<file path="src/rtl/hazard_ctrl_if.sv">
// Decode/execute/writeback to hazard-unit bundle.
// The hazard unit takes the slave side; the pipeline stages drive the master side.
interface hazard_ctrl_if #(
    parameter int reg_els_p = 32
);
    localparam int AddrW = $clog2(reg_els_p);

    logic                 decode_hazard_issue_v;
    logic [AddrW-1:0]     decode_hazard_rs1;
    logic                 decode_hazard_rs1_v;
    logic [AddrW-1:0]     decode_hazard_rs2;
    logic                 decode_hazard_rs2_v;
    logic [AddrW-1:0]     decode_hazard_rd;
    logic                 decode_hazard_rd_w_v;
    logic                 writeback_hazard_rd_w_v;
    logic [AddrW-1:0]     writeback_hazard_rd;
    logic                 execute_hazard_pc_w_v;
    logic                 hazard_decode_stall;
    logic                 hazard_flush;
    logic [reg_els_p-1:0] hazard_scoreboard;
    logic [15:0]          hazard_stall_cnt;

    modport master (
        output decode_hazard_issue_v, decode_hazard_rs1, decode_hazard_rs1_v,
               decode_hazard_rs2, decode_hazard_rs2_v, decode_hazard_rd,
               decode_hazard_rd_w_v, writeback_hazard_rd_w_v, writeback_hazard_rd,
               execute_hazard_pc_w_v,
        input  hazard_decode_stall, hazard_flush, hazard_scoreboard, hazard_stall_cnt
    );

    modport slave (
        input  decode_hazard_issue_v, decode_hazard_rs1, decode_hazard_rs1_v,
               decode_hazard_rs2, decode_hazard_rs2_v, decode_hazard_rd,
               decode_hazard_rd_w_v, writeback_hazard_rd_w_v, writeback_hazard_rd,
               execute_hazard_pc_w_v,
        output hazard_decode_stall, hazard_flush, hazard_scoreboard, hazard_stall_cnt
    );
endinterface

</file>
<file path="src/rtl/hazard_ctrl.sv">
// Scoreboard-based hazard unit: RAW/WAW decode stalls, redirect squash of
// in-flight writers, and a saturating stall-cycle counter.
module hazard_ctrl #(
    parameter int reg_els_p      = 32,
    parameter int squash_depth_p = 2
) (
    input  logic          clk,
    input  logic          rst,
    hazard_ctrl_if.slave  hz
);
    localparam int AddrW = $clog2(reg_els_p);
    localparam int CntW  = $clog2(squash_depth_p + 1);
    localparam logic [CntW-1:0] CntLoad = CntW'(squash_depth_p);

    typedef enum logic [0:0] {
        RUN    = 1'b0,
        SQUASH = 1'b1
    } hazardStateE;

    hazardStateE            state_q, state_d;
    logic [CntW-1:0]        squashCnt_q, squashCnt_d;
    logic [reg_els_p-1:0]   scoreboard_q, scoreboard_d;
    logic [reg_els_p-1:0]   setMask, wbMask, squashMask;
    logic [squash_depth_p-1:0] histValid_q, histValid_d;
    logic [AddrW-1:0]       histRd_q [squash_depth_p];
    logic [AddrW-1:0]       histRd_d [squash_depth_p];
    logic [15:0]            stallCnt_q, stallCnt_d;

    logic rs1Busy, rs2Busy, rdBusy;
    logic stall, flush, accept, redirect, newWriter;

    // Stall looks only at the registered scoreboard: no write-through bypass exists.
    always_comb begin
        rs1Busy = hz.decode_hazard_rs1_v & scoreboard_q[hz.decode_hazard_rs1];
        rs2Busy = hz.decode_hazard_rs2_v & scoreboard_q[hz.decode_hazard_rs2];
        rdBusy  = hz.decode_hazard_rd_w_v & (hz.decode_hazard_rd != '0)
                  & scoreboard_q[hz.decode_hazard_rd];
        stall   = ~rst & hz.decode_hazard_issue_v & (rs1Busy | rs2Busy | rdBusy);
    end

    always_comb begin
        flush = ~rst & (state_q == SQUASH);
    end

    assign accept    = hz.decode_hazard_issue_v & ~stall & ~flush;
    assign newWriter = accept & hz.decode_hazard_rd_w_v & (hz.decode_hazard_rd != '0);
    assign redirect  = (state_q == RUN) & hz.execute_hazard_pc_w_v;

    always_comb begin
        setMask    = '0;
        wbMask     = '0;
        squashMask = '0;
        if (newWriter)
            setMask[hz.decode_hazard_rd] = 1'b1;
        if (hz.writeback_hazard_rd_w_v && (hz.writeback_hazard_rd != '0))
            wbMask[hz.writeback_hazard_rd] = 1'b1;
        if (redirect) begin
            for (int i = 0; i < squash_depth_p; i++) begin
                if (histValid_q[i])
                    squashMask[histRd_q[i]] = 1'b1;
            end
        end
        // Set beats a writeback clear; a redirect squash beats both.
        scoreboard_d    = ((scoreboard_q & ~wbMask) | setMask) & ~squashMask;
        scoreboard_d[0] = 1'b0;
    end

    always_comb begin
        histValid_d = '0;
        for (int i = 0; i < squash_depth_p; i++)
            histRd_d[i] = '0;
        if (!redirect) begin
            histValid_d[0] = newWriter;
            histRd_d[0]    = hz.decode_hazard_rd;
            for (int i = 1; i < squash_depth_p; i++) begin
                histValid_d[i] = histValid_q[i-1];
                histRd_d[i]    = histRd_q[i-1];
            end
        end
    end

    always_comb begin
        state_d     = state_q;
        squashCnt_d = squashCnt_q;
        case (state_q)
            RUN: begin
                if (hz.execute_hazard_pc_w_v) begin
                    state_d     = SQUASH;
                    squashCnt_d = CntLoad;
                end
            end
            SQUASH: begin
                if (hz.execute_hazard_pc_w_v) begin
                    squashCnt_d = CntLoad;
                end else if (squashCnt_q == CntW'(1)) begin
                    state_d     = RUN;
                    squashCnt_d = '0;
                end else begin
                    squashCnt_d = squashCnt_q - CntW'(1);
                end
            end
            default: begin
                state_d     = RUN;
                squashCnt_d = '0;
            end
        endcase
    end

    always_comb begin
        stallCnt_d = stallCnt_q;
        if (stall && (stallCnt_q != 16'hFFFF))
            stallCnt_d = stallCnt_q + 16'd1;
    end

    always_ff @(posedge clk) begin
        if (rst) begin
            state_q     <= RUN;
            squashCnt_q <= '0;
        end else begin
            state_q     <= state_d;
            squashCnt_q <= squashCnt_d;
        end
    end

    always_ff @(posedge clk) begin
        if (rst) begin
            scoreboard_q <= '0;
            histValid_q  <= '0;
            stallCnt_q   <= '0;
            for (int i = 0; i < squash_depth_p; i++)
                histRd_q[i] <= '0;
        end else begin
            scoreboard_q <= scoreboard_d;
            histValid_q  <= histValid_d;
            stallCnt_q   <= stallCnt_d;
            for (int i = 0; i < squash_depth_p; i++)
                histRd_q[i] <= histRd_d[i];
        end
    end

    assign hz.hazard_decode_stall = stall;
    assign hz.hazard_flush        = flush;
    assign hz.hazard_scoreboard   = scoreboard_q;
    assign hz.hazard_stall_cnt    = stallCnt_q;
endmodule

</file>
<file path="src/flat_wrapper.sv">
// flat-port wrapper written by rule: the top's interface ports become plain ports
module hazard_ctrl_flat 
#(
    parameter int reg_els_p      = 32,
    parameter int squash_depth_p = 2
)
  (clk, rst, hz_decode_hazard_issue_v, hz_decode_hazard_rs1, hz_decode_hazard_rs1_v, hz_decode_hazard_rs2, hz_decode_hazard_rs2_v, hz_decode_hazard_rd, hz_decode_hazard_rd_w_v, hz_writeback_hazard_rd_w_v, hz_writeback_hazard_rd, hz_execute_hazard_pc_w_v, hz_hazard_decode_stall, hz_hazard_flush, hz_hazard_scoreboard, hz_hazard_stall_cnt);
  hazard_ctrl_if #(.reg_els_p(reg_els_p)) hz_i ();
  input  logic clk;
  input  logic rst;
  input wire logic [$bits(hz_i.decode_hazard_issue_v)-1:0] hz_decode_hazard_issue_v;
  input wire logic [$bits(hz_i.decode_hazard_rs1)-1:0] hz_decode_hazard_rs1;
  input wire logic [$bits(hz_i.decode_hazard_rs1_v)-1:0] hz_decode_hazard_rs1_v;
  input wire logic [$bits(hz_i.decode_hazard_rs2)-1:0] hz_decode_hazard_rs2;
  input wire logic [$bits(hz_i.decode_hazard_rs2_v)-1:0] hz_decode_hazard_rs2_v;
  input wire logic [$bits(hz_i.decode_hazard_rd)-1:0] hz_decode_hazard_rd;
  input wire logic [$bits(hz_i.decode_hazard_rd_w_v)-1:0] hz_decode_hazard_rd_w_v;
  input wire logic [$bits(hz_i.writeback_hazard_rd_w_v)-1:0] hz_writeback_hazard_rd_w_v;
  input wire logic [$bits(hz_i.writeback_hazard_rd)-1:0] hz_writeback_hazard_rd;
  input wire logic [$bits(hz_i.execute_hazard_pc_w_v)-1:0] hz_execute_hazard_pc_w_v;
  output wire logic [$bits(hz_i.hazard_decode_stall)-1:0] hz_hazard_decode_stall;
  output wire logic [$bits(hz_i.hazard_flush)-1:0] hz_hazard_flush;
  output wire logic [$bits(hz_i.hazard_scoreboard)-1:0] hz_hazard_scoreboard;
  output wire logic [$bits(hz_i.hazard_stall_cnt)-1:0] hz_hazard_stall_cnt;
  assign hz_i.decode_hazard_issue_v = hz_decode_hazard_issue_v;
  assign hz_i.decode_hazard_rs1 = hz_decode_hazard_rs1;
  assign hz_i.decode_hazard_rs1_v = hz_decode_hazard_rs1_v;
  assign hz_i.decode_hazard_rs2 = hz_decode_hazard_rs2;
  assign hz_i.decode_hazard_rs2_v = hz_decode_hazard_rs2_v;
  assign hz_i.decode_hazard_rd = hz_decode_hazard_rd;
  assign hz_i.decode_hazard_rd_w_v = hz_decode_hazard_rd_w_v;
  assign hz_i.writeback_hazard_rd_w_v = hz_writeback_hazard_rd_w_v;
  assign hz_i.writeback_hazard_rd = hz_writeback_hazard_rd;
  assign hz_i.execute_hazard_pc_w_v = hz_execute_hazard_pc_w_v;
  assign hz_hazard_decode_stall = hz_i.hazard_decode_stall;
  assign hz_hazard_flush = hz_i.hazard_flush;
  assign hz_hazard_scoreboard = hz_i.hazard_scoreboard;
  assign hz_hazard_stall_cnt = hz_i.hazard_stall_cnt;
  hazard_ctrl #(.reg_els_p(reg_els_p), .squash_depth_p(squash_depth_p)) u_core (.clk(clk), .rst(rst), .hz(hz_i));
endmodule
</file>
<file path="config.mk">
export PLATFORM = sky130hd
export DESIGN_NAME = hazard_ctrl_flat
export DESIGN_NICKNAME = d
export VERILOG_FILES = /design/src/rtl/hazard_ctrl_if.sv /design/src/rtl/hazard_ctrl.sv /design/src/flat_wrapper.sv
export SDC_FILE = /design/constraint.sdc
export NUM_CORES = 1
export LEC_CHECK = 0
export ABC_AREA = 1
export CORE_ASPECT_RATIO = 0.6
export CORE_MARGIN = 4
export CORE_UTILIZATION = 58
export DETAILED_ROUTE_END_ITERATION = 7
export DONT_BUFFER_PORTS = 1
export PLACE_DENSITY = 0.74
export SYNTH_ARGS = -nofsm -noshare
export SYNTH_HDL_FRONTEND = slang
export SYNTH_SLANG_ARGS = --single-unit
</file>
<file path="constraint.sdc">
create_clock -name clk -period 2.23 [get_ports clk]
set_input_delay 0.446 -clock clk [delete_from_list [all_inputs] [get_ports clk]]
set_output_delay 0.446 -clock clk [all_outputs]
set_load 0.01 [all_outputs]
</file>
## Yosys cells after proc, flatten, opt, wreduce, memory -nomap -nowiden

Memories as Yosys holds them, arrays and structs flattened.
Index checks and enable logic that the tools add are counted.

| storage, ports and cells | value |
|---|---|
| bits in registers | 53 |
| RAM bits | 10 |
| bits of input ports | 28 |
| output and inout port bits | 50 |
| word-level logic and storage cells | 91 |
| memories | 1 |

| operators by class | value |
|---|---|
| $add $sub $neg | 2 |
| order comparisons | 10 |
| equal/unequal tests | 3 |
| mux-type cells | 34 |
| bitwise operators | 26 |
| reduce and logical (&&, ||, !) cells | 9 |

Memories:

| name | depth | width | read ports | clocked after Yosys merged registers in | write ports | line | source |
|---|---|---|---|---|---|---|---|
| u_core.histRd_q | 2 | 5 | 2 | 0 | 2 | hazard_ctrl.sv:25 | `logic [AddrW-1:0] histRd_q [squash_depth_p];` |

Operators by type and width:

| kind | number |
|---|---|
| 2-to-1 mux 32 bit | 6 |
| AND 32 bit | 2 |
| inverter 32 bit | 2 |
| OR 32 bit | 2 |
| < comparator 5 x 6 -> 1 bit, second input constant | 6 |
| demux 1 bit (select 5 bit) | 4 |
| >= comparator 5 x 1 -> 1 bit, second input constant | 4 |
| adder 16 x 1 -> 16 bit, second input constant | 1 |
| inequality test 16 bit, second input constant | 1 |
| binary-select mux 1 bit (select 5 bit) | 3 |
| 2-to-1 mux 1 bit | 13 |
| AND 1 bit | 12 |
| 2-to-1 mux 10 bit | 1 |
| 2-to-1 mux 5 bit | 2 |
| nonzero test 5 bit | 2 |
| logical AND 1 bit | 6 |
| 2-to-1 mux 2 bit | 3 |
| inverter 1 bit | 4 |
| OR 1 bit | 4 |
| case mux 2 bit (2 select lines) | 1 |
| equality test 2 x 1 -> 1 bit, second input constant | 1 |
| inequality test 2 bit, second input constant | 1 |
| case mux 1 bit (2 select lines) | 1 |
| OR reduction 2 bit | 1 |
| subtractor 2 x 1 -> 2 bit, second input constant | 1 |

## Logic depth before layout (Yosys ltp)

| depth | value |
|---|---|
| word-level depth | 14 |
| gate-level depth with buffers | 15 |
| gate-level depth less buffers | 14 |

## Least setup slack after synthesis

Ideal clock, no wire load.

| path | value |
|---|---|
| path type | input to output |
| start point | input port hz_decode_hazard_rs1[0] |
| end point | output port hz_hazard_decode_stall |
| data arrival time | 1649 ps |
| required time | 1784 ps |
| path slack | 135 ps |
| stages on the path | 12 |
| buffers on the path | 3 |
| cells stage by stage | buf_6 -> buf_4 -> o21ai_0 -> nand2_1 -> nand3_1 -> nand3_1 -> nand3_1 -> nand3_2 -> nand3_4 -> nand2_4 -> buf_6 -> inv_1 |

| between the ends | value |
|---|---|
| word-level cells in the longest chain between the ends | 6 |

Ends and longest elaborated chain:

| element | line | source |
|---|---|---|
| start: declaration | flat_wrapper.sv:12 | `input wire logic [$bits(hz_i.decode_hazard_rs1)-1:0] hz_decode_hazard_rs1;` |
| binary-select mux 1 bit (select 5 bit) | hazard_ctrl.sv:34 | `rs1Busy = hz.decode_hazard_rs1_v & scoreboard_q[hz.decode_hazard_rs1];` |
| 2-to-1 mux 1 bit (implied by the code) | hazard_ctrl.sv:34 |  |
| AND 1 bit | hazard_ctrl.sv:34 |  |
| OR 1 bit (2 in a row) | hazard_ctrl.sv:38 | `stall = ~rst & hz.decode_hazard_issue_v & (rs1Busy \| rs2Busy \| rdBusy);` |
| AND 1 bit | hazard_ctrl.sv:38 |  |
| end: declaration | flat_wrapper.sv:21 | `output wire logic [$bits(hz_i.hazard_decode_stall)-1:0] hz_hazard_decode_stall;` |

Every way passes these cells. The select of a mux whose other input is x is not followed.

## Worst setup path after layout

| path | value |
|---|---|
| start point | register u_core.scoreboard_q[29] (netlist: u_core.hz.hazard_scoreboard[29]) |
| end point | output port hz_hazard_decode_stall |

| between the ends | value |
|---|---|
| word-level cells in the longest chain between the ends | 6 |
| elaborated cells on any way between the ends | 12 |
| those cells by class | 6 x mux; 6 x bitwise |

Ends and longest elaborated chain:

| element | line | source |
|---|---|---|
| start: declaration | hazard_ctrl.sv:22 | `logic [reg_els_p-1:0] scoreboard_q, scoreboard_d;` |
| start signal: assignment | hazard_ctrl.sv:133 | `scoreboard_q <= scoreboard_d;` |
| binary-select mux 1 bit (select 5 bit), on equally long branches | hazard_ctrl.sv:34, hazard_ctrl.sv:35 |  |
| 2-to-1 mux 1 bit, on equally long branches | hazard_ctrl.sv:34, hazard_ctrl.sv:35 |  |
| AND 1 bit, on equally long branches | hazard_ctrl.sv:34, hazard_ctrl.sv:35 |  |
| OR 1 bit | hazard_ctrl.sv:38 |  |
| OR 1 bit * | hazard_ctrl.sv:38 |  |
| AND 1 bit * | hazard_ctrl.sv:38 |  |

Mark *: on every way between the ends. The rest lies on a longest branch, timed or not. The select of a mux whose other input is x is not followed.

==> impl_metrics.json <==
{
  "status": "finished clean",
  "synth_top_area_share_pct": 26.4,
  "pwr-share-comb_pct": 11.1,
  "first_pass_iters": 6,
  "clkTransAtPathRegs_ns": 0.06,
  "die_y_um": 77.7,
  "ys_warn_count": 0,
  "antenna_found_initial": 0,
  "pwr-share-seq_pct": 38.1,
  "cts_buffer_depth": 2,
  "nets": 850,
  "crit_path_end_kind": "output port",
  "via_count": 5659,
  "critPathKind": "flop to output port",
  "dp_hpwl_um": 12300,
  "netlist_area_um2": 4700,
  "cts-root-buf": "clkbuf_16",
  "cts_tree": "done",
  "avgRoutedWirePerCell_um": 17.2,
  "met1_usage_pct": 43.8,
  "r2r-end": "u_core.hz.hazard_stall_cnt[1]",
  "vias_per_cell": 6.07,
  "ant_nets": 0,
  "first_global_vias": 5122,
  "crit_chain": "nand2_1, o21ai_1, nand2_1, nand2_1, nand2_1, nand2_1, nor2_1, nand2_1, nand2_2, nand3_4, nand2_4, inv_4",
  "tightest_slew_ns": 0.540,
  "antenna_cells": 0,
  "grt.busiest_layer": "met2",
  "use_met3_pct": 13.4,
  "fin_util_pct": 67.2,
  "hold_class": "input port to flop",
  "synth_edf_count": 0,
  "final_max_slew_viol_count": 0,
  "slowest_delay_ns": 0.42,
  "whs_path_depth": 1,
  "synthMostInstantiatedCell": "nand2_1",
  "min-delay-start": "rst",
  "io_buffer_count": 0,
  "peakVddDrop_mv": 0.372,
  "yosysTopAreaCell": "dfxtp_1",
  "finalWeightedCongestion": 1.02,
  "power.switching_w": 0.000792,
  "hold_end": "u_core.squashCnt_q[0]",
  "drive_gt1_share_pct": 12.6,
  "die_x_um": 124,
  "clk-insertion-delay-late_ns": 0.34,
  "critPathRequiredTime_ns": 1.78,
  "critical_path_buf_inv_count": 1,
  "synth_top_cells_by_count": "244 x nand2_1, 104 x nand3_1, 79 x o21ai_0, 77 x inv_1, 71 x nor2_1",
  "start_kind": "flop",
  "hold_viol": 0,
  "rows": 25,
  "synth_cell_type_count": 29,
  "regArea_um2": 1290,
  "crit_top_cell": "nand2_1",
  "critPathTopFamily": "simple AND/OR/NAND/NOR gates",
  "drcViolationCount": 0,
  "fmax_mhz": 461,
  "fillCellCount": 689,
  "r2r_setup_slack_ns": 0.32,
  "syn2layout_area_growth_pct": 12.7,
  "internal-power_w": 0.00220,
  "synth_area_leaders": "dfxtp_1 26%, nand2_1 19%, nand3_1 11%, o21ai_0 8.4%, inv_1 6.1%",
  "ios": 78,
  "htree_levels": 3,
  "multi_input_area_um2": 2950,
  "dieArea_um2": 9660,
  "ys_seq_area_share_pct": 26.4,
  "period_share_pct": 97.3,
  "r2r-start": "u_core.hz.hazard_stall_cnt[0]",
  "cp_max_fo": 5,
  "drtIter0Drc": 886,
  "r2r.worst_path.cells": 10,
  "netlist_instances": 804,
  "start_util_pct": 59.7,
  "core_um2": 7880,
  "cts_buffers": 9,
  "maxSlewHeadroom_pct": 63.7,
  "powerDensity_nw_per_um2": 565,
  "p_leak_nw": 2.01,
  "async_reset_ff_share_pct": 0,
  "synth_ff_type": "dfxtp_1",
  "switching_share_pct": 26.4,
  "gr-usage-met2_pct": 49.0,
  "wl_um": 16000,
  "grt_max_degree": 35,
  "fin_skew_ns": 0.00963,
  "min_period_ns": 2.17,
  "synth_nets": 834,
  "crit_path_top_delay_cell": "dfxtp_2",
  "synth-seq-cells": 62,
  "grt_overflow": 0,
  "power_w": 0.00299,
  "setup_tns_ns": 0,
  "power_frac_clock_pct": 50.8,
  "finalSetupViolCount": 0,
  "track_usage_pct": 33.1,
  "max_cap_viol_count": 0,
  "syn_area_per_cell_um2": 5.85,
  "ctsHoldBuffers": 0,
  "arrival_ns": 1.72,
  "grt_pass1_wl_um": 25900,
  "cts.sinks": 62
}
[registers in the layout (all words and copies together), names as in the netlist]
signal	flops
u_core.squashCnt_q	2
u_core.histRd_q	10
u_core.hz.hazard_scoreboard	31
u_core.histValid_q	2
u_core.hz.hazard_stall_cnt	16
u_core.state_q	1
[through the flow]
step           instance area [um^2]  std cells  hold WS (ns)  setup WS (ns)
6_report                       5300        933         0.174         0.0605
5_1_grt                        5300        933         0.162        -0.0112
4_1_cts                        5230        929         0.166        0.00102
3_5_place_dp                   4890        913         0.473          0.246
3_3_place_gp                   4890        913         0.453          0.233
2_1_floorplan                  4700        804         0.444          0.135
[power by group through the flow]
stage | clock network (W) | logic (W) | registers, W
5_1_grt | 0.00157 | 0.000364 | 0.00114
6_report | 0.00152 | 0.000331 | 0.00114
2_1_floorplan | 0 | 0.000262 | 0.00117
3_3_place_gp | 0 | 0.000300 | 0.00117
3_5_place_dp | 0 | 0.000305 | 0.00117
4_1_cts | 0.00152 | 0.000306 | 0.00115
[worst max-delay path by stage]
stage	start	endpoint	slack (ns)	depth (start not counted)
final	u_core.hz.hazard_scoreboard[29]	hz_hazard_decode_stall	0.06	12
after global routing	u_core.hz.hazard_scoreboard[30]	hz_hazard_decode_stall	-0.01	11
after CTS	u_core.hz.hazard_scoreboard[28]	hz_hazard_decode_stall	0.001	12
after detailed placement	hz_decode_hazard_rs1[0]	hz_hazard_decode_stall	0.25	11
after global placement	hz_decode_hazard_rs2[0]	hz_hazard_decode_stall	0.23	11
after floorplan	hz_decode_hazard_rs1[0]	hz_hazard_decode_stall	0.13	12
[cells by family after synthesis]
logic type | share of synthesized area (%)
flops | 26.4
other cells | 0.0798
xor+xnor | 2.42
simple gates | 45.3
buf+inv | 11.2
fa+ha+maj | 0.532
compound gates | 14.1
[layout make-up]
type | count | share of cell area [%]
timing repair buffer | 36 | 5.41
clock buffer | 11 | 4.39
multi-input combinational | 627 | 55.6
clock inverter | 5 | 1.58
tap | 108 | 2.55
sequential | 62 | 24.4
inverter | 84 | 6.04
[routing by layer]
layer	wire (um)	share of wire, %
met1	6630	41
met4	376	2.3
met2	6730	42
met5	0	0
met3	2310	14
[repair_timing]
| action | CTS | global route |
|---|---|---|
| resized for setup | 23 | 27 |
| buffers inserted | 0 | 4 |
| endpoints found under the hold margin | 0 | 0 |
| endpoints found under the setup margin | 1 | 1 |
| pin swaps | 0 | 3 |
[placed cells by master (no fill, tap or decap), types with 2 or more instances in the layout]
master and n:
nand3_2 10, nor3_1 27, dfxtp_4 7, ha_1 2
inv_4 2, nand3_4 2, nand2_1 243, a21oi_1 45
dfxtp_2 20, nand3_1 103, nand4_1 16, clkinvlp_4 2
xor2_1 11, clkbuf_1 2, xnor2_1 2, nor2_1 71
buf_4 34, nand2_4 2, clkbuf_16 9, inv_1 76
nand2_2 2, nor3_2 2, a211oi_1 2, dfxtp_1 35
inv_2 5, o21ai_1 15, o21ai_0 68, bufinv_16 2
No activity file was read; power rests on OpenSTA's default activity.
